`config.mk`:
```
export PLATFORM = sky130hd
export DESIGN_NAME = seg7_scan_capture_flat
export DESIGN_NICKNAME = d
export VERILOG_FILES = /design/src/rtl/seg7_pkg.sv /design/src/rtl/seg7_scan_capture_if.sv /design/src/rtl/seg7_decode.sv /design/src/rtl/seg7_scan_capture.sv /design/src/flat_wrapper.sv
export SDC_FILE = /design/constraint.sdc
export NUM_CORES = 1
export LEC_CHECK = 0
export BUFFER_PORTS_ARGS = -buffer_cell sky130_fd_sc_hd__buf_2
export CAP_MARGIN = 30
export CELL_PAD_IN_SITES_DETAIL_PLACEMENT = 1
export CELL_PAD_IN_SITES_GLOBAL_PLACEMENT = 2
export CORE_MARGIN = 10
export CORE_UTILIZATION = 34
export DETAILED_ROUTE_END_ITERATION = 8
export GPL_ROUTABILITY_DRIVEN = 0
export MAX_ROUTING_LAYER = met4
export PLACE_DENSITY_LB_ADDON = 0.1
export SYNTH_ARGS = -nofsm -noshare
export SYNTH_HDL_FRONTEND = slang
export SYNTH_HIERARCHICAL = 1
export SYNTH_SLANG_ARGS = --single-unit
```
`constraint.sdc`:
```
create_clock -name i_Clock -period 4.07 [get_ports i_Clock]
set_input_delay 0.814 -clock i_Clock [delete_from_list [all_inputs] [get_ports i_Clock]]
set_output_delay 0.814 -clock i_Clock [all_outputs]
set_load 0.01 [all_outputs]
```
`src/rtl/seg7_pkg.sv`:
```
// seg7_pkg: segment pattern constants and frame type shared by the 7-segment capture blocks.
package seg7_pkg;

    // Segment patterns, bit order g..a, active-high
    localparam logic [6:0] SEG_0     = 7'b0111111;
    localparam logic [6:0] SEG_1     = 7'b0000110;
    localparam logic [6:0] SEG_2     = 7'b1011011;
    localparam logic [6:0] SEG_3     = 7'b1001111;
    localparam logic [6:0] SEG_4     = 7'b1100110;
    localparam logic [6:0] SEG_5     = 7'b1101101;
    localparam logic [6:0] SEG_6     = 7'b1111101;
    localparam logic [6:0] SEG_7     = 7'b0000111;
    localparam logic [6:0] SEG_8     = 7'b1111111;
    localparam logic [6:0] SEG_9     = 7'b1101111;
    localparam logic [6:0] SEG_BLANK = 7'b0000000;

    localparam logic [3:0] BCD_BLANK   = 4'hF;
    localparam int         SEG_DOT_BIT = 7;

    typedef logic [3:0][3:0] seg7_frame_t;

endpackage

```
`src/rtl/seg7_scan_capture_if.sv`:
```
// seg7_scan_capture_if: multiplexed display bus in, reconstructed frame and status out.
interface seg7_scan_capture_if;
    import seg7_pkg::*;

    logic [7:0]  i_Segments;
    logic [3:0]  i_Digits;
    seg7_frame_t o_Frame;
    logic [3:0]  o_Dots;
    logic        o_Frame_Valid;
    logic        o_Blank;
    logic        o_Pattern_Err;
    logic [7:0]  o_Err_Count;

    modport master (
        output i_Segments, i_Digits,
        input  o_Frame, o_Dots, o_Frame_Valid, o_Blank, o_Pattern_Err, o_Err_Count
    );

    modport slave (
        input  i_Segments, i_Digits,
        output o_Frame, o_Dots, o_Frame_Valid, o_Blank, o_Pattern_Err, o_Err_Count
    );

endinterface

```
`src/rtl/seg7_decode.sv`:
```
// seg7_decode: combinational 7-bit segment pattern to BCD digit, flagging blank and invalid patterns.
module seg7_decode
    import seg7_pkg::*;
(
    input  logic [6:0] i_Pattern,
    output logic       o_Valid,
    output logic       o_Is_Blank,
    output logic [3:0] o_Bcd
);

    always_comb begin
        o_Valid    = 1'b1;
        o_Is_Blank = 1'b0;
        o_Bcd      = BCD_BLANK;
        case (i_Pattern)
            SEG_0:     o_Bcd = 4'd0;
            SEG_1:     o_Bcd = 4'd1;
            SEG_2:     o_Bcd = 4'd2;
            SEG_3:     o_Bcd = 4'd3;
            SEG_4:     o_Bcd = 4'd4;
            SEG_5:     o_Bcd = 4'd5;
            SEG_6:     o_Bcd = 4'd6;
            SEG_7:     o_Bcd = 4'd7;
            SEG_8:     o_Bcd = 4'd8;
            SEG_9:     o_Bcd = 4'd9;
            SEG_BLANK: o_Is_Blank = 1'b1;
            default:   o_Valid = 1'b0;
        endcase
    end

endmodule

```
`src/rtl/seg7_scan_capture.sv`:
```
// seg7_scan_capture: samples a multiplexed 7-segment bus and rebuilds the displayed 4-digit frame.
// Define SEG_CAPTURE_ERR_COUNT_EN to build the saturating pattern-error counter.
module seg7_scan_capture
    import seg7_pkg::*;
#(
    parameter int SETTLE_CYCLES = 4,
    parameter int STABLE_FRAMES = 2,
    parameter int BLANK_TIMEOUT = 1024
) (
    input  logic               i_Clock,
    input  logic               i_Reset_n,
    seg7_scan_capture_if.slave bus
);

    localparam int              BW          = $clog2(BLANK_TIMEOUT + 1);
    localparam logic [7:0]      SETTLE_LAST = 8'(SETTLE_CYCLES - 1);
    localparam logic [3:0]      MATCH_MAX   = 4'(STABLE_FRAMES);
    localparam logic [BW-1:0]   BLANK_MAX   = BW'(BLANK_TIMEOUT);

    logic [7:0]    r_seg_p0, r_seg_p1;
    logic [3:0]    r_dig_p0, r_dig_p1;
    logic [7:0]    r_settle;
    logic [BW-1:0] r_blank_cnt;
    logic [3:0]    r_seen, r_match;
    seg7_frame_t   r_slots, r_prev, r_frame;
    logic [3:0]    r_slot_dots, r_prev_dots, r_dots;
    logic          r_vld_p1, r_frame_valid, r_perr;

    logic          w_dec_valid, w_dec_blank;
    logic [3:0]    w_dec_bcd, w_bcd;
    logic          w_changed, w_accept, w_good, w_complete, w_same, w_blank;
    seg7_frame_t   w_slots_nxt;
    logic [3:0]    w_dots_nxt, w_seen_nxt, w_match_nxt;

    seg7_decode u_decode (
        .i_Pattern  (r_seg_p0[6:0]),
        .o_Valid    (w_dec_valid),
        .o_Is_Blank (w_dec_blank),
        .o_Bcd      (w_dec_bcd)
    );

    always_comb begin
        w_bcd       = w_dec_blank ? BCD_BLANK : w_dec_bcd;
        w_changed   = (r_seg_p0 != r_seg_p1) || (r_dig_p0 != r_dig_p1);
        // One accept per dwell: the settle counter passes SETTLE_LAST exactly once before saturating
        w_accept    = !w_changed && (r_settle == SETTLE_LAST) && (r_dig_p0 != 4'd0);
        w_good      = w_accept && w_dec_valid;
        w_slots_nxt = r_slots;
        w_dots_nxt  = r_slot_dots;
        for (int i = 0; i < 4; i++) begin
            if (w_good && r_dig_p0[i]) begin
                w_slots_nxt[i] = w_bcd;
                w_dots_nxt[i]  = r_seg_p0[SEG_DOT_BIT];
            end
        end
        w_seen_nxt  = r_seen | (w_good ? r_dig_p0 : 4'd0);
        w_complete  = w_good && (w_seen_nxt == 4'b1111);
        w_same      = (w_slots_nxt == r_prev) && (w_dots_nxt == r_prev_dots);
        if (!w_same)
            w_match_nxt = 4'd1;
        else if (r_match >= MATCH_MAX)
            w_match_nxt = r_match;
        else
            w_match_nxt = r_match + 4'd1;
        w_blank     = (r_blank_cnt >= BLANK_MAX);
    end

    always_ff @(posedge i_Clock) begin
        // Stage p0/p1: input register and one-cycle history for change detection
        r_seg_p0 <= bus.i_Segments;
        r_dig_p0 <= bus.i_Digits;
        r_seg_p1 <= r_seg_p0;
        r_dig_p1 <= r_dig_p0;
        if (!i_Reset_n) begin
            r_settle      <= 8'd0;
            r_blank_cnt   <= '0;
            r_seen        <= 4'd0;
            r_match       <= 4'd0;
            r_slots       <= {4{BCD_BLANK}};
            r_prev        <= {4{BCD_BLANK}};
            r_slot_dots   <= 4'd0;
            r_prev_dots   <= 4'd0;
            r_vld_p1      <= 1'b0;
            r_frame       <= {4{BCD_BLANK}};
            r_dots        <= 4'd0;
            r_frame_valid <= 1'b0;
            r_perr        <= 1'b0;
        end else begin
            r_settle <= w_changed ? 8'd0 : ((r_settle == 8'hFF) ? r_settle : r_settle + 8'd1);
            if (r_dig_p0 != 4'd0)
                r_blank_cnt <= '0;
            else if (!w_blank)
                r_blank_cnt <= r_blank_cnt + BW'(1);
            r_perr      <= w_accept && !w_dec_valid;
            r_slots     <= w_slots_nxt;
            r_slot_dots <= w_dots_nxt;
            r_vld_p1    <= 1'b0;
            if (w_blank) begin
                r_seen  <= 4'd0;
                r_match <= 4'd0;
            end else if (w_complete) begin
                r_seen  <= 4'd0;
                r_match <= w_match_nxt;
                if (!w_same) begin
                    r_prev      <= w_slots_nxt;
                    r_prev_dots <= w_dots_nxt;
                end
                // A changed frame that stabilises immediately (STABLE_FRAMES==1) must still fire
                r_vld_p1 <= (w_match_nxt == MATCH_MAX) && (!w_same || (r_match != MATCH_MAX));
            end else begin
                r_seen <= w_seen_nxt;
            end
            // Stage p2: publish the stable frame
            r_frame_valid <= r_vld_p1;
            if (r_vld_p1) begin
                r_frame <= r_prev;
                r_dots  <= r_prev_dots;
            end
        end
    end

`ifdef SEG_CAPTURE_ERR_COUNT_EN
    logic [7:0] r_err_cnt;

    always_ff @(posedge i_Clock) begin
        if (!i_Reset_n)
            r_err_cnt <= 8'd0;
        else if (w_accept && !w_dec_valid && (r_err_cnt != 8'hFF))
            r_err_cnt <= r_err_cnt + 8'd1;
    end

    assign bus.o_Err_Count = r_err_cnt;
`else
    assign bus.o_Err_Count = 8'd0;
`endif

    assign bus.o_Frame       = r_frame;
    assign bus.o_Dots        = r_dots;
    assign bus.o_Frame_Valid = r_frame_valid;
    assign bus.o_Blank       = w_blank && (r_dig_p0 == 4'd0);
    assign bus.o_Pattern_Err = r_perr;

endmodule

```
`src/flat_wrapper.sv`:
```
// flat-port wrapper written by rule: the top's interface ports become plain ports
module seg7_scan_capture_flat import seg7_pkg::*;
#(
    parameter int SETTLE_CYCLES = 4,
    parameter int STABLE_FRAMES = 2,
    parameter int BLANK_TIMEOUT = 1024
)
  (i_Clock, i_Reset_n, bus_i_Segments, bus_i_Digits, bus_o_Frame, bus_o_Dots, bus_o_Frame_Valid, bus_o_Blank, bus_o_Pattern_Err, bus_o_Err_Count);
  seg7_scan_capture_if bus_i ();
  input  logic i_Clock;
  input  logic i_Reset_n;
  input wire logic [$bits(bus_i.i_Segments)-1:0] bus_i_Segments;
  input wire logic [$bits(bus_i.i_Digits)-1:0] bus_i_Digits;
  output wire logic [$bits(bus_i.o_Frame)-1:0] bus_o_Frame;
  output wire logic [$bits(bus_i.o_Dots)-1:0] bus_o_Dots;
  output wire logic [$bits(bus_i.o_Frame_Valid)-1:0] bus_o_Frame_Valid;
  output wire logic [$bits(bus_i.o_Blank)-1:0] bus_o_Blank;
  output wire logic [$bits(bus_i.o_Pattern_Err)-1:0] bus_o_Pattern_Err;
  output wire logic [$bits(bus_i.o_Err_Count)-1:0] bus_o_Err_Count;
  assign bus_i.i_Segments = bus_i_Segments;
  assign bus_i.i_Digits = bus_i_Digits;
  assign bus_o_Frame = bus_i.o_Frame;
  assign bus_o_Dots = bus_i.o_Dots;
  assign bus_o_Frame_Valid = bus_i.o_Frame_Valid;
  assign bus_o_Blank = bus_i.o_Blank;
  assign bus_o_Pattern_Err = bus_i.o_Pattern_Err;
  assign bus_o_Err_Count = bus_i.o_Err_Count;
  seg7_scan_capture #(.SETTLE_CYCLES(SETTLE_CYCLES), .STABLE_FRAMES(STABLE_FRAMES), .BLANK_TIMEOUT(BLANK_TIMEOUT)) u_core (.i_Clock(i_Clock), .i_Reset_n(i_Reset_n), .bus(bus_i));
endmodule
```
# Word level (Yosys, flattened, before mapping)
# Index checks and enable logic that the tools add are counted.
totals:
  register_bits: 114
  in_bits: 14
  word_cells: 97
op_classes:
  add_sub_neg: 3
  order_cmp: 2
  eq_ne: 19
  mux: 15
  n_bitwise: 5
  n_reduce_logical: 27
ops:
  columns: ["cell", "count"]
  rows:
  - ["$eq 7x7->1 const B", 7]
  - ["$pmux 4 s10", 1]
  - ["$mux 4", 8]
  - ["$eq 16x16->1", 1]
  - ["$eq 7x3->1 const B", 2]
  - ["$logic_and 1x1->1", 12]
  - ["$add 11x1->11 const B", 1]
  - ["$ge 11x11->1 const B", 1]
  - ["$reduce_or 11->1", 1]
  - ["$add 8x1->8 const B", 1]
  - ["$eq 8x2->1 const B", 1]
  - ["$eq 8x8->1 const B", 1]
  - ["$ne 8x8->1", 1]
  - ["$eq 7x6->1 const B", 1]
  - ["$logic_not 7->1", 1]
  - ["$mux 1", 6]
  - ["$reduce_or 2->1", 3]
  - ["$reduce_or 3->1", 2]
  - ["$add 4x1->4 const B", 1]
  - ["$eq 4x2->1 const B", 1]
  - ["$eq 4x4->1", 1]
  - ["$eq 4x4->1 const B", 1]
  - ["$ge 4x2->1 const B", 1]
  - ["$logic_not 4->1", 1]
  - ["8 further kinds", 14]

# Logic depth before layout (Yosys ltp)
# Gate-level depths: netlist (run 1).
depth:
  ltp_word: 13
  mapped_depth: 16
  mapped_depth_nobuf: 13

# By module
# The synthesis (run 1) kept the hierarchy.
modules_own_cells:
  columns: ["mod", "n_inst", "cells_per_inst", "area_per_inst_um2"]
  rows:
  - ["seg7_scan_capture", 1, 525, 4982.3]
  - ["seg7_decode", 1, 49, 314.1]

# Least setup slack after synthesis (run 1)
# Ideal clock, no wire load.
synth_timing:
  kind: "register to register"
  from: "register u_core.r_seg_p0[0]"
  to: "register u_core/r_prev[0] (netlist name)"
  setup_time_ps: 123
  arrival_time_ps: 4168
  required_time_ps: 3947
  setup_slack_ps: -221
  stages_incl_launch_ff: 16
  path_cell_list: "dfxtp_1 buf_6 or4b_1 a21oi_1 a31oi_1 o211ai_1 nand2b_1 or4_4 nor4_4 nand2_4 or4_1 a221o_1 nor4_4 or3_1 buf_6 mux2_1"
synth_between:
  elab_cells_between_ends: 43
  cone_classes: "eq/ne (14); mux (13); bitwise (2); reduce/logical (14)"
synth_rtl:
  columns: ["item", "line", "rtl"]
  rows:
  - ["start: declaration", "seg7_scan_capture.sv:20", "logic [7:0] r_seg_p0, r_seg_p1;"]
  - ["start signal: assignment", "seg7_scan_capture.sv:70", "r_seg_p0 <= bus.i_Segments;"]
  - ["$eq 7x7->1, or another cell as far along", "seg7_decode.sv:15", "case (i_Pattern)"]
  - ["$pmux 4 s10 *", "seg7_decode.sv:15", null]
  - ["named net u_core.w_dec_bcd[0]", "seg7_scan_capture.sv:30", "logic [3:0] w_dec_bcd, w_bcd;"]
  - ["$mux 4 *", "seg7_scan_capture.sv:43", "w_bcd = w_dec_blank ? BCD_BLANK : w_dec_bcd;"]
  - ["$mux 4", "seg7_scan_capture.sv:51", "if (w_good && r_dig_p0[i]) begin"]
  - ["$eq 16x16->1", "seg7_scan_capture.sv:58", "w_same = (w_slots_nxt == r_prev) && (w_dots_nxt == r_prev_dots);"]
  - ["$logic_and 1x1->1", "seg7_scan_capture.sv:58", null]
  - ["$not 1->1 (no line)", null, null]
  - ["$reduce_and 3->1 (no line)", null, null]
  - ["end signal: assignment", "seg7_scan_capture.sv:80", "r_prev <= {4{BCD_BLANK}};"]
  - ["end signal: assignment", "seg7_scan_capture.sv:105", "r_prev <= w_slots_nxt;"]
  - ["end: declaration", "seg7_scan_capture.sv:25", "seg7_frame_t r_slots, r_prev, r_frame;"]
# Mark *: on every way through the listed nets, which the timed path passes. The rest lies on a longest branch.
# A chain may end at the register's enable or synchronous reset.

# Worst setup path in the final report (run 1)
layout_timing:
  from: "register u_core.r_seg_p0[0]"
  to: "register u_core/r_prev[1] (netlist name)"
layout_between:
  elab_cells_between_ends: 43
  cone_classes: "eq/ne (14); mux (13); bitwise (2); reduce/logical (14)"
layout_rtl:
  columns: ["item", "line"]
  rows:
  - ["$eq 7x7->1, or another cell as far along", "seg7_decode.sv:15"]
  - ["$pmux 4 s10 *", "seg7_decode.sv:15"]
  - ["named net u_core.w_dec_bcd[0]", "seg7_scan_capture.sv:30"]
  - ["$mux 4 *", "seg7_scan_capture.sv:43"]
  - ["$mux 4", "seg7_scan_capture.sv:51"]
  - ["$eq 16x16->1 *", "seg7_scan_capture.sv:58"]
  - ["$logic_and 1x1->1 *", "seg7_scan_capture.sv:58"]
  - ["$not 1->1 (no line) *", null]
  - ["$reduce_and 3->1 (no line) *", null]
# Marked as above.

==> metrics, run 1 <==
nets=650; drt wl/cell=16.3 microns; layout cells sized above 1=about 18%; die height=145 microns; initial antenna violation count=0; worst hold path type=reg2reg; TritonCTS buffer count=17; # IOs=45; unrepaired setup endpoints after global routing=true; crit path DAT=approximately 4300 ps; Worst-Skew Late Latency=410 ps; final WL=13.9 mm; Initial Utilization=34.7%; die outline area=21000 sq um; GRT overflow=0; CTS sink count=114; Cell Area, Synth=5300 sq um; core area=15300 sq um; outcome=completed; Routed Antenna Nets=0; Synth Register Bits=about 110; area grow syn2layout=20.4%; number of DRC markers in iteration 0=about 190; first-pass GRT wire length=22.8 mm; worst-path fanout max=11; DR vias/cell=4.90; diodes inserted=0; Final Instance Count excl. Fillers=849; die width=145 microns; number of max-cap violations=0; DRC violations left=0; Rel. slew slack=about three fifths; worst slew pin tran=602 ps; Final period util=a little under 100%; Synth Warn #=6; row cnt=between 40 and 50; number of synthesized flops with an enable pin=0; leakage power total=2.47 nW; ys async rst share=0%; vias in the first global route=4449; clock-pin slew on the worst setup and hold paths=50 ps; CTS tree=done; Clk Tree Root Cell=clkbuf_16; post-DP HPWL=10.4 mm; clock skew=between 6 and 7 ps; CP Data Required Time=4360 ps; largest buffer count on any clock path=2; most frequent cells in the layout=dfxtp_1, nand2_1, nor2_1; Peak VDD IR=267 uV; Post-Syn Area per Cell=9.23 sq um; fin crit period=4040 ps; Max Clk Rate=0.248 GHz; via count=4156; fin. max-slew vios=0; Buffers on Ports=36; Post-Syn Instances=between 500 and 600; final hold violation count=0; startpoint class of the critical path=register; Synth Flop Type=dfxtp_1; Pre-Repair DR Iteration Count=4; power density cells=402 nW/um^2; pre-CTS WS=67.8 ps; Total Power=roughly 2.6 mW; All-Layer GR Usage=14.3%; sequential area share after synthesis=43.1%; post-route setup slack=between 30 and 40 ps; # setup viols final=0; critical path type=reg2reg; Critical Path Sink Type=register; library cells used by synthesis=61; largest net degree at the start of global routing=31; leading cell type in the layout, fill and taps excluded=dfxtp_1; Inst Count DP=a little over 800; CTS H-tree lvls=4
[per-layer routing]
metal / track usage, % / share of wire [%] / vias to the layer above
met2: 24.0 / 50 / 54
met1: 16.3 / 45 / 1991
met5: - / 0 / -
li1: - / - / 2089
met4: 6.06 / 1.8 / 0
met3: 3.16 / 3.5 / 22
[timing repair]
item | 4_1_cts | 5_1_grt
endpoints found under the setup margin | 0 | 20
hold buffers | 0 | 0
resized for setup | 0 | 8
setup buffers | 0 | 0
[synth_stat cells (all sizes together), types with 3 or more instances]
master  number  share of area (%)
a21boi       5               0.71
a21oi       18                1.7
a31oi        3               0.35
and2         8               0.94
and3         6               0.71
buf         14                2.3
clkbuf      25                1.8
dfxtp      114                 43
ha           5                1.2
inv         12               0.85
mux2        20                4.3
mux2i       31                5.9
nand2       59                4.3
nand2b      24                2.8
nand3       22                2.1
nand3b       6               0.85
nand4       11                1.3
nand4b       3               0.50
nor2        46                3.3
nor2b       12                1.4
nor3         8               0.76
nor3b        4               0.57
nor4        10                1.9
o211ai       8                1.1
o21ai        8               0.76
o22ai        7               0.83
or2          5               0.59
or3          3               0.40
or4          4               0.64
or4b         4               0.83
xnor2       29                4.8
xor2        16                2.6
[worst paths after layout]
check | end | start | cells past startpoint | slack (ps)
max | u_core/r_prev[1] | u_core/r_seg_p0[0] | 14 | 30
min | u_core/r_seg_p1[0] | u_core/r_seg_p0[0] | 0 | 390
max reg2reg | u_core/r_prev[1] | u_core/r_seg_p0[0] | 14 | 30
min reg2reg | u_core/r_seg_p1[0] | u_core/r_seg_p0[0] | 0 | 390
[critical path, cell delays in order (launching register included)]
cell and delay, ps:
dfxtp_2 340, or4b_4 540, a21oi_2 150, a31oi_1 70
o211ai_1 160, nand2b_1 90, or4_4 460, nor4_4 240
nand2_4 90, or4_1 540, a221o_1 390, nor4_4 170
or3_4 210, buf_12 150, mux2_1 330
[flip-flops by register name, summed over array words and instances, names as in the netlist, 8 cells and up]
name,flops
u_core/r_seg_p1,8
u_core/r_seg_p0,8
u_core/bus.o_Frame,16
u_core/r_slots,16
u_core/r_prev,16
u_core/r_blank_cnt,11
u_core/r_settle,8
[area by class of cell]
cell class,instances,area [sq um]
Inverter,12,45.0
Tap cell,211,264
Sequential cell,114,2290
Multi-Input combinational cell,416,2810
Fill cell,1751,8880
Timing Repair Buffer,70,460
Clock buffer,25,475
Clock inverter,1,30.0
[metrics by stage]
| stage | area [sq um] | util [%] | TNS, ps | hold WS, ps |
|---|---|---|---|---|
| detailed placement | 5840 | 38.3 | 0 | 384 |
| floorplan | 5340 | - | -1450 | 329 |
| global route | 6370 | 41.8 | -1730 | 399 |
| global placement | 5840 | 38.3 | 0 | 377 |
| CTS | 6350 | 41.6 | 0 | 389 |
| finish | 6370 | 41.8 | 0 | 391 |
[where the power goes]
group	leakage, nW	internal, mW	switching [mW]
logic	1.30	0.0436	0.0677
registers	0.929	1.13	0.00985
clock network	0.245	0.847	0.460
total	2.47	2.02	0.537
[kinds of logic after synthesis]
family / Yosys count / share of synthesized area (%)
DFF: 114 / 43.1
adders and majority gates: 5 / 1.18
xor gates and xnor gates: 45 / 7.44
AOI/OAI and AO/OA: 69 / 8.72
and+or+nand+nor: 238 / 24.4
muxes: 51 / 10.1
other: 1 / 0.0708
buffers and inverters: 51 / 4.96
(Power assumes the default switching activity.)
==> run 2, diff against run 1 <==
--- a/config.mk
+++ b/config.mk
@@ -5,12 +5,14 @@
 export SDC_FILE = /design/constraint.sdc
 export NUM_CORES = 1
 export LEC_CHECK = 0
+export ABC_AREA = 1
+export ABC_CLOCK_PERIOD_IN_PS = 4070
 export BUFFER_PORTS_ARGS = -buffer_cell sky130_fd_sc_hd__buf_2
 export CAP_MARGIN = 30
 export CELL_PAD_IN_SITES_DETAIL_PLACEMENT = 1
 export CELL_PAD_IN_SITES_GLOBAL_PLACEMENT = 2
 export CORE_MARGIN = 10
-export CORE_UTILIZATION = 34
+export CORE_UTILIZATION = 31
 export DETAILED_ROUTE_END_ITERATION = 8
 export GPL_ROUTABILITY_DRIVEN = 0
 export MAX_ROUTING_LAYER = met4
==> run 2 against run 1 <==
  * Critical path depth rose by 7
  * Hold slack got worse by 4.6 ps
  * Final cell count up 23%
  * Flip-flop and latch count stayed put
  * Largest power group unchanged
  * Synthesized cell count increased by 34%
  * First-iteration DRC count increased by 0.54%
==> metrics, run 2 <==
Pre-Repair DR Iteration Count=4 (unchanged); R2R setup slack=490 ps (was 30 ps); Crit. Startpoint=u_core/r_seg_p0[0] (unchanged); setup TNS=0 ps (unchanged); RR Endpoint=u_core/r_match[0] (was u_core/r_prev[1]); crit path DAT=3880 ps (was 4330 ps); fin crit period=3580 ps (was 4040 ps); core area=17200 sq um (was 15300 sq um); via count=4919 (was 4156); clock-pin slew on the worst setup and hold paths=60 ps (was 50 ps); # setup viols final=0 (unchanged); Peak VDD IR=280 uV (was 267 uV); number of DRC markers in iteration 0=186 (was 185); Cell Area, Synth=5420 sq um (was 5300 sq um); area grow syn2layout=17.9% (was 20.4%); fillers=2164 (was 1751); Buffers on Ports=36 (unchanged); diodes inserted=0 (unchanged); Internal=2.28 mW (was 2.02 mW); drt wl/cell=15.0 microns (was 16.3 microns); Worst R2R Path Depth=21 (was 14); Rel. slew slack=41.6% (was 59.9%); critical path type=reg2reg (unchanged); hold path startpoint=u_core/r_seg_p0[7] (was u_core/r_seg_p0[0]); CP peak stage delay=440 ps (was 540 ps); worst-path fanout max=17 (was 11); initial antenna violation count=0 (unchanged); Min-Delay Endpoint=u_core/r_seg_p1[7] (was u_core/r_seg_p1[0]); Compound-Gate Fraction of Synth Area=6.37% (was 8.72%); die width=152 microns (was 145 microns); Sw Pwr=0.604 mW (was 0.537 mW); nets=824 (was 650); CTS sink count=114 (unchanged); Synth area leader=dfxtp_1 (unchanged); sequential cell area=2280 sq um (was 2290 sq um); Clk Tree Root Cell=clkbuf_16 (unchanged); DR vias/cell=4.72 (was 4.90); CP cell instances=nand2_1, nor2_4, nand3_1, nand2_1, nor2_1, nand3b_1, inv_1, nor2_4, nand4_2, nand2_1, nand3_1, nand2_1, nand2_1, nor2_1, nand2_1, inv_1, nand2_2, inv_2, nand2_1, nand2_1, o21ai_1 (was or4b_4, a21oi_2, a31oi_1, o211ai_1, nand2b_1, or4_4, nor4_4, nand2_4, or4_1, a221o_1, nor4_4, or3_4, buf_12, mux2_1); Net Sw Frac=20.9% (was 21.0%); die height=152 microns (was 145 microns); startpoint class of the critical path=register (unchanged); outcome=completed (unchanged); first-pass GRT wire length=25.7 mm (was 22.8 mm); Synth Warn #=6 (unchanged); Critical Path Sink Type=register (unchanged); Yosys top cell area share=42.1% (was 43.1%); number of synthesized flops with an enable pin=0 (unchanged); final WL=15.6 mm (was 13.9 mm); Routed Antenna Nets=0 (unchanged); multi-input logic area=2550 sq um (was 2810 sq um); Initial Utilization=31.5% (was 34.7%); clock power share=57.6% (was 51.1%); Synth Area in Simple Gates=37.3% (was 24.4%); ys async rst share=0% (unchanged); Max Clk Rate=0.279 GHz (was 0.248 GHz); CTS tree=done (unchanged); die outline area=23200 sq um (was 21000 sq um); Core Util, Final=37.1% (was 41.8%); clock skew=9.48 ps (was 6.67 ps); count leader, synth=nand2_1 (was dfxtp_1); most frequent cells in the layout=nand2_1, dfxtp_1, inv_1 (was dfxtp_1, nand2_1, nor2_1); Final period util=88.1% (was 99.2%); hold path cells=0 (unchanged); Reg power frac=39.8% (was 44.6%); most instantiated cells after synthesis=nand2_1, dfxtp_1, inv_1 (was dfxtp_1, nand2_1, nor2_1); leading cell type in the layout, fill and taps excluded=nand2_1 (was dfxtp_1); CP max-delay cell=dfxtp_1 (was or4b_4); sequential area share after synthesis=42.1% (was 43.1%); fin. max-slew vios=0 (unchanged); # IOs=45 (unchanged); TritonCTS buffer count=17 (unchanged); Synth Flop Type=dfxtp_1 (unchanged); vias in the first global route=5084 (was 4449); Synth Register Bits=114 (unchanged); GRT overflow=0 (unchanged); CP dominant cell by count=nand2_1 (was nor4_4); worst hold path type=reg2reg (unchanged); CP Data Required Time=4360 ps (about the same); main combinational cell family by area after synthesis=simple AND/OR/NAND/NOR gates (unchanged); leakage power total=3.30 nW (was 2.47 nW); CTS H-tree lvls=4 (unchanged); largest net degree at the start of global routing=34 (was 31); Gate power share=2.6% (was 4.3%); Worst-Skew Late Latency=420 ps (was 410 ps); row cnt=48 (was 45); synth top area cells=dfxtp_1, nand2_1, inv_1 (was dfxtp_1, mux2i_1, xnor2_1); worst slew pin tran=875 ps (was 602 ps); DRC violations left=0 (unchanged); Setup Buffers After CTS=0 (unchanged); library cells used by synthesis=33 (was 61); All-Layer GR Usage=13.9% (was 14.3%); number of max-cap violations=0 (unchanged); Adder-Cell Fraction of Synth Area=1.15% (was 1.18%); final hold violation count=0 (unchanged); multiplexer share of the synthesized area=0% (was 10.1%); power density cells=451 nW/um^2 (was 402 nW/um^2); layout cells sized above 1=14.7% (was 18.5%); post-DP HPWL=11.2 mm (was 10.4 mm); unrepaired setup endpoints after global routing=false (was true); XOR/XNOR share of the synthesized area=1.13% (was 7.44%); Post-Syn Instances=769 (was 574); largest buffer count on any clock path=2 (unchanged); Critical R2R Launch=u_core/r_seg_p0[0] (unchanged); Post-Syn Area per Cell=7.05 sq um (was 9.23 sq um)
run 2: changes by cell type in the layout (fill, tap and decap cells not counted), sizes merged, moves of 31 or more:
| cell | change |
|---|---|
| buf | -31 |
| nand4 | +33 |
| nand3 | +34 |
| nor2 | +32 |
| mux2i | -31 |
| inv | +103 |
| nand2 | +189 |
run 2: how the worst max path moves through the flow:
| stage | depth (start not counted) | to | slack [ps] |
|---|---|---|---|
| 6_report | 21 | u_core/r_match[0] | 490 |
| 5_1_grt | 21 | u_core/r_match[0] | 10 |
| 4_1_cts | 19 | u_core/r_prev_dots[1] | 190 |
| 3_5_place_dp | 19 | u_core/r_prev_dots[1] | 230 |
| 3_3_place_gp | 19 | u_core/r_prev_dots[2] | 310 |
| 2_1_floorplan | 19 | u_core/r_prev[13] | 1490 |
run 2: metal layers:
layer  wire length (microns)  GRT usage, %  share of wire, %
met3                     498          3.30               3.2
met5                       0             -                 0
met1                    7460          16.4                48
met4                     262          5.73               1.7
met2                    7420          22.4                47
run 2: power groups by stage:
stage                     sequential (mW)  clock (mW)  combinational, mW
after global placement               1.17           0             0.0731
after detailed placement             1.17           0             0.0748
after global routing                 1.15        1.76             0.0872
final                                1.15        1.66             0.0754
after CTS                            1.15        1.71             0.0759
after floorplan                      1.16           0             0.0675
run 2: cell families (layout without fill, tap and decap cells):
logic type / after synthesis / count (layout)
AOI/OAI and AO/OA: 57 / 58
xor gates and xnor gates: 7 / 7
adders and majority gates: 5 / 5
buffers and inverters: 146 / 186
DFF: 114 / 114
other: 1 / 8
and+or+nand+nor: 439 / 440
run 2: critical path: cells and delay by family, from the launching register on:
family / cells / cell delay [ps]
AND/OR/NAND/NOR: 17 / 2550
buffers and inverters: 3 / 400
flip-flops: 1 / 440
AO/OA/AOI/OAI: 1 / 50
run 2: repair_timing:
action / in CTS / in global routing
hold buffers: 0 / 0
setup endpoints to repair: 0 / 24
resized for setup: 0 / 1
run 2: through the flow:
step                hold slack, ps  total power [mW]  setup slack, ps  area (sq um)  std cells
floorplan                      332              1.23             1490          5450        776
global placement               370              1.24              307          5720       1009
detailed placement             373              1.25              230          5720       1009
CTS                            388              2.93              195          6370       1041
global route                   412              3.00             10.3          6400       1043
finish                         387              2.89              486          6400       1043
run 2: cell type report:
cell class,count,area share [%]
Tap cell,225,4.40
Multi-Input combinational cell,518,39.8
Clock buffer,22,7.41
Inverter,115,6.75
Clock inverter,10,2.80
Sequential cell,114,35.7
Timing Repair Buffer,39,3.17
==> run 3, diff against run 2 <==
--- a/config.mk
+++ b/config.mk
@@ -12,7 +12,8 @@
 export CELL_PAD_IN_SITES_DETAIL_PLACEMENT = 1
 export CELL_PAD_IN_SITES_GLOBAL_PLACEMENT = 2
 export CORE_MARGIN = 10
-export CORE_UTILIZATION = 31
+export CORE_UTILIZATION = 32
+export CTS_BUF_LIST = sky130_fd_sc_hd__clkbuf_2
 export DETAILED_ROUTE_END_ITERATION = 8
 export GPL_ROUTABILITY_DRIVEN = 0
 export MAX_ROUTING_LAYER = met4
==> run 3 against run 2 <==
  * Fmax shrank 2.6%
  * Combinational power is 2% higher
  * Final cell count fell by 0.48%
  * Clock power decreased by 62%
  * Via count fell by 1.8%
  * Wire length is 4.9% lower
  * Final area decreased by 7.3%
  * Critical endpoint unchanged
  * Largest cell class unchanged
==> metrics, run 3 (synthesized netlist as in run 2, its figures left out) <==
first-pass GRT wire length=24.3 mm (was 25.7 mm); die outline area=22600 sq um (was 23200 sq um); area grow syn2layout=9.39% (was 17.9%); leading cell type in the layout, fill and taps excluded=nand2_1 (unchanged); core area=16600 sq um (was 17200 sq um); clock skew=26.0 ps (was 9.48 ps); DR vias/cell=4.65 (was 4.72); GRT overflow=0 (unchanged); Final Instance Count excl. Fillers=1038 (was 1043); fin. max-slew vios=0 (unchanged); Pre-Repair DR Iteration Count=4 (unchanged); startpoint class of the critical path=register (unchanged); Final period util=90.4% (was 88.1%); Setup Buffers After CTS=0 (unchanged); crit path DAT=4230 ps (was 3880 ps); worst hold path type=in2reg (was reg2reg); Initial Utilization=32.7% (was 31.5%); die width=150 microns (was 152 microns); largest net degree at the start of global routing=49 (was 34); largest buffer count on any clock path=2 (unchanged); # setup viols final=0 (unchanged); number of DRC markers in iteration 0=130 (was 186); fin crit period=3680 ps (was 3580 ps); via count=4831 (was 4919); nets=825 (was 824); vias in the first global route=4880 (was 5084); DRC violations left=0 (unchanged); Net Sw Frac=26.3% (was 20.9%); CTS tree=done (unchanged); critical path type=reg2reg (unchanged); CTS sink count=114 (unchanged); Inst Count DP=1006 (was 1009); Critical Path Sink Type=register (unchanged); Buffers on Ports=36 (unchanged); Reg power frac=61.7% (was 39.8%); outcome=completed (unchanged); worst slew pin tran=806 ps (was 875 ps); Peak VDD IR=126 uV (was 280 uV); unrepaired setup endpoints after global routing=false (unchanged); row cnt=47 (was 48); Gate power share=4.1% (was 2.6%); # IOs=45 (unchanged); Internal=1.37 mW (was 2.28 mW); clock-pin slew on the worst setup and hold paths=170 ps (was 60 ps); CP Data Required Time=4620 ps (was 4360 ps); post-DP HPWL=11.1 mm (was 11.2 mm); clock power share=34.2% (was 57.6%); Worst-Skew Late Latency=670 ps (was 420 ps); number of max-cap violations=0 (unchanged); TritonCTS buffer count=17 (unchanged); Rel. slew slack=46.2% (was 41.6%); initial antenna violation count=1 (was 0); CTS H-tree lvls=4 (unchanged); setup TNS=0 ps (unchanged); Clk Tree Root Cell=clkbuf_2 (was clkbuf_16); drt wl/cell=14.3 microns (was 15.0 microns); Sw Pwr=0.489 mW (was 0.604 mW); power density cells=313 nW/um^2 (was 451 nW/um^2); Core Util, Final=35.8% (was 37.1%); die height=150 microns (was 152 microns); Max Clk Rate=0.272 GHz (was 0.279 GHz); layout cells sized above 1=14.6% (was 14.7%); most frequent cells in the layout=nand2_1, dfxtp_1, inv_1 (unchanged); Routed Antenna Nets=0 (unchanged); final WL=14.9 mm (was 15.6 mm); worst-path fanout max=20 (was 17); leakage power total=3.11 nW (was 3.30 nW); R2R setup slack=390 ps (was 490 ps); All-Layer GR Usage=13.9% (about the same); final hold violation count=0 (unchanged)
-- run 3: cell types whose count changed in the layout (fill, tap and decap cells not counted), sizes merged --
cell      previous run  this run
clkinv               5         6
nor2                78        77
buf                 39        41
diode                0         1
clkinvlp             0         1
bufinv               5         1
-- run 3: timing repair --
action | in CTS | in global routing
hold buffers | 0 | 0
resized for setup | 0 | 2
endpoints found under the setup margin | 0 | 20
-- run 3: routing by layer --
layer	global-route usage, %	share of wire, %	wire length, microns
met3	3.27	3.7	553
met5	-	0	0
met4	4.71	1.1	165
met1	16.9	49	7220
met2	22.2	47	6940
-- run 3: worst paths after layout --
path | depth (start not counted) | end | start
max | 21 | u_core/r_match[0] | u_core/r_seg_p0[1]
min | 1 | u_core/r_seg_p0[7] | bus_i_Segments[7]
max reg2reg | 21 | u_core/r_match[0] | u_core/r_seg_p0[1]
min reg2reg | 0 | u_core/r_seg_p1[7] | u_core/r_seg_p0[7]
-- run 3: power groups by stage --
stage	registers (mW)	clock network, mW	logic [mW]
3_5_place_dp	1.17	0	0.0774
6_report	1.15	0.635	0.0769
3_3_place_gp	1.17	0	0.0753
5_1_grt	1.15	0.731	0.0881
4_1_cts	1.15	0.680	0.0780
2_1_floorplan	1.16	0	0.0675
-- run 3: cell type report --
cell class / instances / area, sq um
well taps: 220 / 275
inverters: 115 / 432
flip-flops and latches: 114 / 2280
repair buffers: 41 / 218
fillers: 2166 / 10700
clock buffers: 22 / 110
multi-input cells: 517 / 2550
clock inverters: 8 / 65.1
diodes: 1 / 2.50
-- run 3: per-stage QoR --
stage	hold slack, ps	area [sq um]	power [mW]	setup slack, ps
finish	225	5930	1.86	391
global route	115	5930	1.97	14.8
CTS	122	5900	1.91	230
detailed placement	369	5730	1.25	292
global placement	374	5730	1.25	447
floorplan	332	5450	1.23	1490
-- run 3: critical path, stage by stage (launching register included) --
cell and delay, ps:
dfxtp_1 470, nand2_1 170, nor2_4 180, nand3_1 150
nand2_1 90, nor2_1 40, nand3b_1 100, inv_1 80
nor2_4 420, nand4_2 340, nand2_1 190, nand2_1 90
nand2_1 70, nand3_1 120, nor2_1 130, nand2_1 150
inv_1 110, nand2_2 270, inv_2 180, nand2_1 80
nand2_1 60, o21ai_1 50
